## config.mk

```make
export PLATFORM = sky130hd
export DESIGN_NAME = aibio_pi_code_ctrl
export DESIGN_NICKNAME = d
export VERILOG_FILES = /design/src/rtl/aibio_pi_ctrl_pkg.sv /design/src/rtl/aibio_pi_pos_stepper.sv /design/src/rtl/aibio_pi_code_ctrl.sv
export SDC_FILE = /design/constraint.sdc
export NUM_CORES = 1
export LEC_CHECK = 0
export CAP_MARGIN = 20
export CORE_MARGIN = 2
export CORE_UTILIZATION = 23
export DETAILED_ROUTE_END_ITERATION = 7
export GPL_TIMING_DRIVEN = 0
export PLACE_DENSITY = 0.45
export SLEW_MARGIN = 25
export SYNTH_ARGS = -nofsm -noshare
export SYNTH_HDL_FRONTEND = slang
export SYNTH_SLANG_ARGS = --single-unit
```

## constraint.sdc

```tcl
create_clock -name i_clk -period 4.55 [get_ports i_clk]
set_clock_uncertainty 0.05 [all_clocks]
set_input_delay 0.455 -clock i_clk [delete_from_list [all_inputs] [get_ports i_clk]]
set_output_delay 0.455 -clock i_clk [all_outputs]
set_load 0.02 [all_outputs]
```

## src/rtl/aibio_pi_ctrl_pkg.sv

```systemverilog
// Shared widths, FSM/direction enums and decode helpers for the PI code controller.
package aibio_pi_ctrl_pkg;

    localparam int POS_W  = 6;
    localparam int SEG_W  = 3;
    localparam int FINE_W = 3;
    localparam int SEL_W  = 1 << SEG_W;

    localparam logic [POS_W-1:0] POS_HALF = POS_W'(1) << (POS_W - 1);

    typedef enum logic [1:0] {
        IDLE = 2'd0,
        WAIT = 2'd1,
        DONE = 2'd2
    } state_e;

    typedef enum logic [1:0] {
        DIR_HOLD = 2'd0,
        DIR_UP   = 2'd1,
        DIR_DOWN = 2'd2
    } dir_e;

    function automatic logic [SEL_W-1:0] seg2onehot(input logic [SEG_W-1:0] seg);
        return SEL_W'(1) << seg;
    endfunction

    function automatic logic [SEL_W-1:0] fine2therm(input logic [FINE_W-1:0] fine);
        return (SEL_W'(1) << fine) - SEL_W'(1);
    endfunction

    // Shortest path around the 64-position ring; an exact half-turn goes up.
    function automatic dir_e step_dir(input logic [POS_W-1:0] pos,
                                      input logic [POS_W-1:0] tgt);
        logic [POS_W-1:0] d;
        d = tgt - pos;
        if (d == '0)
            return DIR_HOLD;
        else if (d <= POS_HALF)
            return DIR_UP;
        else
            return DIR_DOWN;
    endfunction

endpackage

```

## src/rtl/aibio_pi_pos_stepper.sv

```systemverilog
// One PI path: position register that walks one LSB toward its target per step,
// with registered mixer one-hot and thermometer decode of the next position.
module aibio_pi_pos_stepper
    import aibio_pi_ctrl_pkg::*;
(
    input  logic             i_clk,
    input  logic             i_rstb,
    input  logic             i_step,
    input  logic [POS_W-1:0] i_tgt,
    output logic [POS_W-1:0] o_pos,
    output logic             o_at_tgt,
    output logic [SEL_W-1:0] o_mixer,
    output logic [SEL_W-1:0] o_code
);

    logic [POS_W-1:0] pos_q, pos_d;
    logic [SEL_W-1:0] mixer_q, mixer_d;
    logic [SEL_W-1:0] code_q, code_d;

    always_comb begin
        pos_d = pos_q;
        if (i_step) begin
            case (step_dir(pos_q, i_tgt))
                DIR_UP:   pos_d = pos_q + 1'b1;
                DIR_DOWN: pos_d = pos_q - 1'b1;
                default:  pos_d = pos_q;
            endcase
        end
        // Decode from pos_d so the mixer/code flops change on the same edge as pos.
        mixer_d = seg2onehot(pos_d[POS_W-1 -: SEG_W]);
        code_d  = fine2therm(pos_d[FINE_W-1:0]);
    end

    always_ff @(posedge i_clk) begin
        if (!i_rstb) begin
            pos_q   <= '0;
            mixer_q <= SEL_W'(1);
            code_q  <= '0;
        end else begin
            pos_q   <= pos_d;
            mixer_q <= mixer_d;
            code_q  <= code_d;
        end
    end

    assign o_pos    = pos_q;
    assign o_at_tgt = (pos_q == i_tgt);
    assign o_mixer  = mixer_q;
    assign o_code   = code_q;

endmodule

```

## src/rtl/aibio_pi_code_ctrl.sv

```systemverilog
// PI code controller: load FSM and step-rate divider driving the even/odd position steppers.
module aibio_pi_code_ctrl #(
    parameter int POS_W = 6,
    parameter int DIV_W = 4
) (
    input  logic             i_clk,
    input  logic             i_rstb,
    input  logic             i_en,
    input  logic             i_load,
    input  logic [POS_W-1:0] i_evn_target,
    input  logic [POS_W-1:0] i_odd_target,
    input  logic [DIV_W-1:0] i_step_div,
    output logic             o_pien,
    output logic [7:0]       o_pimixer_evn,
    output logic [7:0]       o_pimixer_odd,
    output logic [7:0]       o_pievn_code,
    output logic [7:0]       o_piodd_code,
    output logic             o_busy,
    output logic             o_done
);
    import aibio_pi_ctrl_pkg::*;

    state_e           state_q, state_d;
    logic [DIV_W-1:0] div_q, div_d;
    logic [POS_W-1:0] evn_tgt_q, evn_tgt_d, odd_tgt_q, odd_tgt_d;
    logic             step_q, step_d;
    logic             pend_q, pend_d;
    logic             busy_q, busy_d;
    logic             done_q, done_d;
    logic             pien_q, pien_d;

    logic [POS_W-1:0] evn_pos, odd_pos;
    logic             evn_at, odd_at, at_both;
    logic             start, start_match, step;

    assign at_both     = evn_at && odd_at;
    assign start       = i_load || pend_q;
    assign start_match = i_load ? (i_evn_target == evn_pos && i_odd_target == odd_pos) : at_both;

    always_ff @(posedge i_clk) begin
        if (!i_rstb) begin
            state_q   <= IDLE;
            div_q     <= '0;
            evn_tgt_q <= '0;
            odd_tgt_q <= '0;
            step_q    <= 1'b0;
            pend_q    <= 1'b0;
            busy_q    <= 1'b0;
            done_q    <= 1'b0;
            pien_q    <= 1'b0;
        end else begin
            state_q   <= state_d;
            div_q     <= div_d;
            evn_tgt_q <= evn_tgt_d;
            odd_tgt_q <= odd_tgt_d;
            step_q    <= step_d;
            pend_q    <= pend_d;
            busy_q    <= busy_d;
            done_q    <= done_d;
            pien_q    <= pien_d;
        end
    end

    always_comb begin
        state_d = state_q;
        if (!i_en) begin
            state_d = IDLE;
        end else begin
            case (state_q)
                IDLE:    if (start) state_d = start_match ? DONE : WAIT;
                // A load in the same cycle as arrival must be re-evaluated first.
                WAIT:    if (!i_load && at_both) state_d = DONE;
                DONE:    state_d = IDLE;
                default: state_d = IDLE;
            endcase
        end
    end

    always_comb begin
        evn_tgt_d = (i_en && i_load) ? i_evn_target : evn_tgt_q;
        odd_tgt_d = (i_en && i_load) ? i_odd_target : odd_tgt_q;
        pend_d    = i_en && i_load && (state_q == DONE);
        div_d     = '0;
        if (i_en && state_q == WAIT)
            div_d = (div_q == i_step_div) ? '0 : div_q + 1'b1;
        // Strobe is registered, so the first step lands i_step_div+1 cycles after busy.
        step_d = i_en && (state_q == WAIT) && (div_q == i_step_div);
        busy_d = (state_q == WAIT) && (state_d == WAIT);
        done_d = (state_d == DONE);
        pien_d = i_en;
    end

    assign step = step_q && i_en && (state_q == WAIT);

    aibio_pi_pos_stepper u_evn (
        .i_clk    (i_clk),
        .i_rstb   (i_rstb),
        .i_step   (step),
        .i_tgt    (evn_tgt_q),
        .o_pos    (evn_pos),
        .o_at_tgt (evn_at),
        .o_mixer  (o_pimixer_evn),
        .o_code   (o_pievn_code)
    );

    aibio_pi_pos_stepper u_odd (
        .i_clk    (i_clk),
        .i_rstb   (i_rstb),
        .i_step   (step),
        .i_tgt    (odd_tgt_q),
        .o_pos    (odd_pos),
        .o_at_tgt (odd_at),
        .o_mixer  (o_pimixer_odd),
        .o_code   (o_piodd_code)
    );

    assign o_pien = pien_q;
    assign o_busy = busy_q;
    assign o_done = done_q;

endmodule

```

# Yosys cells after proc, flatten, opt, wreduce, memory -nomap -nowiden
# Cells that the tools add are included.
# classes
addsub	9
magnitude_cmp	2
eq_ne	13
shifts	4
muxes	16
bitwise	2
n_reduce_logical	16
# op_table
op	count
1-bit by 3-bit left shift with 8-bit output (first input constant)	4
6-bit == test	4
6-bit one-hot mux with 2 select lines	2
2-bit 2-to-1 mux	10
8-bit by 2-bit subtractor with 8-bit output (second input constant)	2
6-bit by 1-bit adder with 6-bit output (second input constant)	2
6-bit <= comparator (second input constant)	2
6-bit logical NOT	2
6-bit 2-to-1 mux	2
6-bit by 1-bit subtractor with 6-bit output (second input constant)	2
6-bit subtractor	2
1-bit logical AND	10
2-bit by 1-bit == test with 1-bit output (second input constant)	4
2-bit == test (second input constant)	4
4-bit by 1-bit adder with 4-bit output (second input constant)	1
4-bit == test	1
2-bit one-hot mux with 2 select lines	1
3-bit OR reduction	1
2-bit logical NOT	1
1-bit NOT	2
1-bit logical NOT	1
1-bit logical OR	1
1-bit 2-to-1 mux	1
# totals
ff_bits	67
inputBits	20
out_inout_bits	35
wordCells	77

# Logic depth before layout (Yosys ltp)
# Gate-level depths: netlist (run 1).
# depth
word_depth	10
ltp_mapped	21

# Cells and area by module
# A second synthesis (run 1) with hierarchy kept.
# hier_totals
hier_cells	398
hier_area_um2	3683.5
# modules_own_cells
mod	n_inst	cells_each	area_per_inst_um2	seq_area_each_um2
aibio_pi_pos_stepper	2	142	1342.5	440.4
aibio_pi_code_ctrl	1	114	998.5	460.4

# Worst setup path before layout (run 1)
# OpenSTA, ideal clock, no wires.
# synth_timing
path_type	flip-flop to flip-flop
start	reg u_evn.pos_q[0], in the netlist u_evn.o_pos[0]
end	reg u_evn.code_q[6], in the netlist u_evn.o_code[6]
setup_ps	115
t_arrival_ps	4050
t_required_ps	4385
path_slack_ps	335
stages_incl_launch_ff	21
path_buffers	2
cell_sequence	dfxtp_1 ha_1 inv_1 fa_1 nor3b_1 nand2_1 mux2_2 o22a_1 buf_6 fa_1 xor2_1 or2_1 mux2i_1 nand2_1 ha_1 clkbuf_1 xor2_1 and2_1 mux2i_1 o22ai_1 and2_1
# synth_between
elab_chain_cells	10
word_cells_on_any_way	14
cone_classes	add/sub (4); order compare (1); eq/ne (2); shift (1); mux (5); reduce/logical (1)
# synth_lines
element	line	rtl
start: declaration	aibio_pi_pos_stepper.sv:16	logic [POS_W-1:0] pos_q, pos_d;
start signal: assignment	aibio_pi_pos_stepper.sv:40	pos_q <= pos_d;
6-bit subtractor	aibio_pi_ctrl_pkg.sv:35	d = tgt - pos;
6-bit <= comparator	aibio_pi_ctrl_pkg.sv:38	else if (d <= POS_HALF)
2-bit 2-to-1 mux	aibio_pi_ctrl_pkg.sv:38	
2-bit 2-to-1 mux	aibio_pi_ctrl_pkg.sv:36	if (d == '0)
2-bit 2-to-1 mux	aibio_pi_pos_stepper.sv:22	if (i_step) begin
2-bit == test / 2-bit by 1-bit == test with 1-bit output (equally long branches)	aibio_pi_pos_stepper.sv:23	case (step_dir(pos_q, i_tgt))
6-bit one-hot mux with 2 select lines	aibio_pi_pos_stepper.sv:23	
6-bit 2-to-1 mux (*)	aibio_pi_pos_stepper.sv:22	
1-bit by 3-bit left shift with 8-bit output (*)	aibio_pi_ctrl_pkg.sv:28	return (SEL_W'(1) << fine) - SEL_W'(1);
8-bit by 2-bit subtractor with 8-bit output (*)	aibio_pi_ctrl_pkg.sv:28	
end signal: assignment	aibio_pi_pos_stepper.sv:42	code_q <= code_d;
end: declaration	aibio_pi_pos_stepper.sv:18	logic [SEL_W-1:0] code_q, code_d;
# Mark *: on every way between the ends. The rest lies on a longest branch, timed or not. The select of a mux whose other input is x is not followed.
# A chain may end at the register's enable or synchronous reset.

# Worst setup path in the final report (run 1)
# Ends and elaborated chain as after synthesis.

==> results.yml, run 1 <==
global_route:
  grt_max_degree: 13
  grt_pass1_wl_mm: 15.4
  grt_pass1_vias: 2903
  grt_overflow_total: 0
  antenna_found_initial: 0
  grt_usage_pct: 11.4
floorplanning:
  row_count: 46
  die-width_um: 132
  die_h_um: 132
  core_sq_um: 15900
  io_pins: 55
  start_util_pct: 23.7
  die-area_sq_um: 17500
placement:
  dp_cells: 688
  placement.io_buffers: 53
  gp_congestion: 0.788
  post-dp-hpwl_mm: 7.10
route:
  drcViolationCount: 0
  wire_per_inst_um: 13.6
  first_pass_iters: 4
  drt_wl_total_mm: 9.58
  detail_route.iter0.violations: 97
  ant_nets: 0
  routed_via_density: 4.36
  vias: 3071
finish:
  drive_above_1_share_pct: 11.3
  syn2layout_area_growth_pct: 32.0
  layout.nets: 528
  finalNonFillerCells: 704
  post-route-util_pct: 31.3
  antennaDiodeCount: 0
logic_synthesis:
  synth_cells: 418
  synth_fa_ha_area_share_pct: 9.08
  syn-mean-instance-area_sq_um: 9.03
  synth_compound_area_share_pct: 15.8
  synth.area.mux_share_pct: 4.08
  ys_async_sr_fraction_pct: 0
  ys_seq_area_share_pct: 35.5
  synth_cell_types: 64
  synth_edf_count: 0
  ys_top_cells_by_area: "dfxtp_1 36%, ha_1 7.0%, xnor2_1 5.1%"
  yosys_warnings: 0
  synth_top_family_by_area: "simple AND/OR/NAND/NOR gates"
  ys_seq_elements: 67
  yosysTopAreaCell: "dfxtp_1"
  syn_area_sq_um: 3780
  synthSimpleGateAreaFrac_pct: 22.3
  synthXorXnorAreaFrac_pct: 8.52
  yosys_most_used_dff: "dfxtp_1"
  synth_top_cell_area_share_pct: 35.5
clock_tree:
  clk_latency_ns: 0.34
  cts_buffers: 9
  numClockSinks: 67
  clockRootBuffer: "clkbuf_16"
  cts.htree.levels: 3
  clk_pin_slew_ns: 0.06
  cts_tree: "done"
  cts.path.max_buffers: 2
sta:
  worstMarginPinSlew_ns: 0.699
  max_freq_mhz: 232
  relSlewSlack_pct: 52.1
  setup_viol: 0
  holdWs_ns: 0.423
  report.final.slew_viol_count: 0
  fin_crit_ns: 4.31
  min_period_over_period_pct: 94.7
  hold_viol_final: 0
power:
  power.density_nw_per_um2: 306
  p_comb_share_pct: 12.6
  p_seq_share_pct: 39.2
  irDropWorstVdd_mv: 0.158
  leakagePower_nw: 1.97
  p_sw_w: 0.000381
  switching_share_pct: 24.9
  intPower_w: 0.00115
  p_clk_share_pct: 48.2
setup_path:
  path_cells: "ha_1 -> inv_1 -> fa_1 -> xnor2_1 -> nand4b_1 -> mux2_2 -> o22a_1 -> buf_6 -> fa_1 -> xor2_2 -> or2_1 -> mux2i_1 -> nand2_1 -> ha_4 -> xor2_1 -> and2_1 -> mux2i_1 -> o22ai_1 -> and2_1"
  crit_path_end_kind: "register"
  critPathBufInv: 2
  worstPathRequired_ns: 4.73
  worstPathMaxFanout: 12
  worstSetupPathType: "reg2reg"
  crit_path_start_kind: "register"
  worstPathArrival_ns: 4.49
  crit_family: "adder cells"
  slowest_delay_ns: 0.42
  critical-path-slowest-cell: "fa_1"
worst_hold_path:
  hold_class: "reg2reg"
status:
  status: "complete, no violations"
flow_run:
  cap_violations: 0
==> routing by layer <==
| layer | track usage [%] | vias up | routed length (um) |
|---|---|---|---|
| met5 | 0 | - | 0 |
| met4 | 5.80 | 0 | 221 |
| met2 | 16.2 | 70 | 4030 |
| met1 | 16.0 | 1405 | 4870 |
| li1 | - | 1582 | - |
| met3 | 2.46 | 14 | 455 |
==> synth_stat cells, drive strengths merged (5+ instances only) <==
master,number
nor2b,9
clkbuf,10
mux2i,12
nor3,9
ha,21
nand3,8
xor2,13
nor3b,5
a21oi,19
o21ai,6
dfxtp,67
inv,22
buf,7
nand2b,7
and2,14
nor4,6
a21o,7
a21boi,13
nor2,29
xnor2,22
nand2,48
a211oi,6
nand4,7
==> cell usage in the layout (no fill, tap or decap), types with 10 or more instances in the layout <==
cell type	netlist	layout
mux2i_1	12	10
ha_1	21	20
nor2_1	29	29
a21oi_1	18	18
clkbuf_1	10	10
and2_1	13	13
a21boi_0	12	12
dfxtp_1	67	63
xnor2_1	22	22
clkdlybuf4s50_1	0	53
nand2_1	48	48
inv_1	21	21
==> worst min-delay path, cell delays in order (launching register included) <==
cell and delay, ns:
dfxtp_1 0.31, nand2_1 0.05, a21boi_0 0.06
==> cells by family after synthesis <==
| group | after synthesis |
|---|---|
| and+or+nand+nor | 161 |
| AOI/OAI and AO/OA | 75 |
| DFF | 67 |
| buffers and inverters | 39 |
| xor gates and xnor gates | 35 |
| adders and majority gates | 25 |
| muxes | 15 |
| other | 1 |
==> cell type report <==
class | count | area, sq um
multi-input cells | 313 | 2350
well taps | 216 | 270
clock buffers | 13 | 270
clock inverters | 3 | 45.0
inverters | 22 | 82.6
flip-flops and latches | 67 | 1350
repair buffers | 54 | 538
fillers | 1707 | 11000
plain buffers | 16 | 85.1
==> flip-flops by register name (all words and copies together) (netlist names) <==
| register | flops |
|---|---|
| u_evn.o_mixer | 8 |
| step_q | 1 |
| pend_q | 1 |
| o_busy | 1 |
| u_evn.o_code | 8 |
| o_done | 1 |
| odd_tgt_q | 6 |
| u_odd.o_code | 8 |
| u_odd.o_mixer | 8 |
| div_q | 4 |
| u_odd.o_pos | 6 |
| evn_tgt_q | 6 |
| state_q | 2 |
| u_evn.o_pos | 6 |
| o_pien | 1 |
==> stage by stage <==
stage | worst slack [ns] | cell area [sq um] | setup TNS [ns] | total power [W]
after floorplan | 0.335 | 3780 | 0 | 0.000733
after global placement | -0.122 | 4580 | -0.237 | 0.000789
after detailed placement | -0.185 | 4580 | -0.417 | 0.000792
after CTS | 0.0787 | 4900 | 0 | 0.00154
after global routing | -0.00171 | 4990 | -0.00171 | 0.00160
final | 0.241 | 4990 | 0 | 0.00153
==> timing repair <==
action | 4_1_cts | 5_1_grt
gates resized for setup | 4 | 13
pin swaps | 0 | 1
setup endpoints to repair | 3 | 13
hold buffers | 0 | 0
setup buffers | 0 | 1
==> power groups by stage <==
stage                     Clock [W]  Combinational, W  Sequential, W
after global placement            0          0.000177       0.000612
after floorplan                   0          0.000119       0.000614
after global routing       0.000782          0.000214       0.000599
after detailed placement          0          0.000180       0.000612
after CTS                  0.000760          0.000183       0.000599
final                      0.000736          0.000192       0.000599
==> final timing paths <==
path | startpoint | to | slack, ns | depth (start not counted)
setup / recovery | u_evn.o_pos[0]$_SDFF_PN0_ | u_evn.o_code[6]$_SDFF_PN0_ | 0.24 | 19
hold / removal | odd_tgt_q[4]$_SDFFE_PN0P_ | odd_tgt_q[4]$_SDFFE_PN0P_ | 0.42 | 2
setup reg to reg | u_evn.o_pos[0]$_SDFF_PN0_ | u_evn.o_code[6]$_SDFF_PN0_ | 0.24 | 19
hold reg to reg | odd_tgt_q[4]$_SDFFE_PN0P_ | odd_tgt_q[4]$_SDFFE_PN0P_ | 0.42 | 2
Note: power is estimated with default switching activity, not from simulation.
==> run 2: changes to the inputs <==
GPL_TIMING_DRIVEN = not set   (was 0)
==> results.yml, run 2 (synthesized netlist as in run 1, its figures left out) <==
status:
  status: "complete, no violations"
clock_tree:
  cts_tree: "done"
  ctsResizeCount: 0
  clockRootBuffer: "clkbuf_16"
  cts_buffers: 9
  holdBufCountCts: 0
  cts.htree.levels: 3
  cts.path.max_buffers: 2
  post_cts_buffers: 0
  clk_latency_ns: 0.34
  clk_pin_slew_ns: 0.06
  numClockSinks: 67
route:
  ant_nets: 0
  first_pass_iters: 4
  detail_route.iter0.violations: 129
  wire_per_inst_um: 13.1
  routed_via_density: 4.30
  vias: 3014
  drcViolationCount: 0
  drt_wl_total_mm: 9.15
sta:
  fin_crit_ns: 4.17
  min_period_over_period_pct: 91.7
  setup_viol: 0
  final.setup.tns_ns: 0
  worstMarginPinSlew_ns: 0.720
  report.final.slew_viol_count: 0
  relSlewSlack_pct: 50.7
  max_freq_mhz: 240
  rsz0062_at_grt: "no"
  hold_viol_final: 0
setup_path:
  reg2reg_from: "u_odd.o_pos[1]$_SDFF_PN0_"
  crit_family: "adder cells"
  worst-r2r-setup-slack_ns: 0.38
  reg2reg_depth: 17
  timing.rr.end: "u_odd.o_code[6]$_SDFF_PN0_"
  crit_path_start_kind: "register"
  worstPathArrival_ns: 4.33
  critical-path-slowest-cell: "fa_1"
  critPathBufInv: 2
  path_cells: "inv_1 -> fa_1 -> xnor2_1 -> nand4b_1 -> mux2_2 -> o22ai_2 -> inv_1 -> ha_1 -> xor2_2 -> mux2i_2 -> nor2_1 -> nand2_1 -> ha_1 -> xnor2_1 -> and3_1 -> o211ai_1 -> o31ai_1"
  crit_path_end_kind: "register"
  worstSetupPathType: "reg2reg"
  worstPathRequired_ns: 4.71
  worstPathMaxFanout: 8
  slowest_delay_ns: 0.46
  cp.depth: 17
placement:
  dp_cells: 685
  gp_congestion: 0.814
  placement.io_buffers: 54
  post-dp-hpwl_mm: 6.87
  place_area_sq_um: 4600
floorplanning:
  start_util_pct: 23.7
  die_h_um: 132
  row_count: 46
  core_sq_um: 15900
  die-area_sq_um: 17500
  io_pins: 55
  die-width_um: 132
finish:
  layout.nets: 525
  final_cell_mix: "67 x dfxtp_1, 54 x clkdlybuf4s50_1, 48 x nand2_1, 29 x nor2_1, 22 x xnor2_1"
  final_area_sq_um: 4930
  syn2layout_area_growth_pct: 30.5
  finalNonFillerCells: 701
  antennaDiodeCount: 0
  drive_above_1_share_pct: 11.1
  final_common_cell: "dfxtp_1"
global_route:
  grt_pass1_vias: 3061
  grt_usage_pct: 11.1
  grt_max_degree: 30
  grt_overflow_total: 0
  grt_pass1_wl_mm: 15.5
  antenna_found_initial: 0
worst_hold_path:
  hp-start: "odd_tgt_q[0]$_SDFFE_PN0P_"
  worstHoldEndpoint: "odd_tgt_q[0]$_SDFFE_PN0P_"
  holdPathStages: 2
  hold_class: "reg2reg"
power:
  leakagePower_nw: 1.98
  power.density_nw_per_um2: 300
  irDropWorstVdd_mv: 0.176
flow_run:
  cap_violations: 0
==> run 2: cell count changes in the layout (fill, tap and decap cells not counted), moves of 2 or more <==
cell | previous run | this run
buf_4 | 1 | 13
dfxtp_2 | 3 | 0
dfxtp_1 | 63 | 67
buf_1 | 2 | 0
buf_6 | 3 | 0
clkbuf_8 | 3 | 0
clkbuf_1 | 10 | 1
buf_2 | 2 | 0
==> run 2: how the worst max path moves through the flow <==
| stage | start | to | slack (ns) |
|---|---|---|---|
| after floorplan | u_evn.o_pos[0]$_SDFF_PN0_ | u_evn.o_code[6]$_SDFF_PN0_ | 0.34 |
| after global placement | odd_tgt_q[0]$_SDFFE_PN0P_ | u_odd.o_code[6]$_SDFF_PN0_ | 0.26 |
| final | u_odd.o_pos[1]$_SDFF_PN0_ | u_odd.o_code[6]$_SDFF_PN0_ | 0.38 |
| after CTS | odd_tgt_q[0]$_SDFFE_PN0P_ | u_odd.o_code[6]$_SDFF_PN0_ | 0.04 |
| after detailed placement | u_odd.o_pos[1]$_SDFF_PN0_ | u_odd.o_code[6]$_SDFF_PN0_ | 0.07 |
| after global routing | odd_tgt_q[0]$_SDFFE_PN0P_ | u_odd.o_code[6]$_SDFF_PN0_ | 0.0003 |
==> run 2: metal layers <==
layer	vias up	GRT usage, %	wire length (um)
li1	1567	-	-
met1	1382	15.4	4670
met2	56	16.1	3920
met3	9	2.46	391
met4	0	5.25	172
met5	-	0	0
==> run 2: final cells by class <==
cell class	instances	area, sq um
well taps	216	270
inverters	22	82.6
clock buffers	10	229
multi-input cells	313	2300
clock inverters	6	66.3
repair buffers	67	638
flip-flops and latches	67	1340
fillers	1699	11000
==> run 2: worst min-delay path: stages, from the launching register on <==
cell and delay [ns]:
dfxtp_1 0.31, nand2_1 0.05, a21boi_0 0.07
==> run 2: through the flow <==
step                      setup WS [ns]  utilization, %  total power [W]  hold slack, ns
after floorplan                   0.335               -         0.000733           0.390
after global placement            0.263            28.8         0.000783           0.406
after detailed placement         0.0659            28.8         0.000785           0.417
after CTS                        0.0443            30.7          0.00150           0.425
after global routing           0.000343            30.9          0.00155           0.450
final                             0.378            30.9          0.00148           0.420
==> run 2: report_power, final <==
group	internal, W	switching [W]	total, W	leakage, nW
clock network	0.000424	0.000277	0.000701	0.135
logic	0.0000774	0.0000998	0.000177	1.30
registers	0.000595	0.00000614	0.000601	0.542
total	0.00110	0.000383	0.00148	1.98
==> run 3: changes to the inputs <==
ABC_AREA = 0   (was not set)
==> results of run 3 <==
The final DEF is identical to that of run 2; final timing and power are the same.
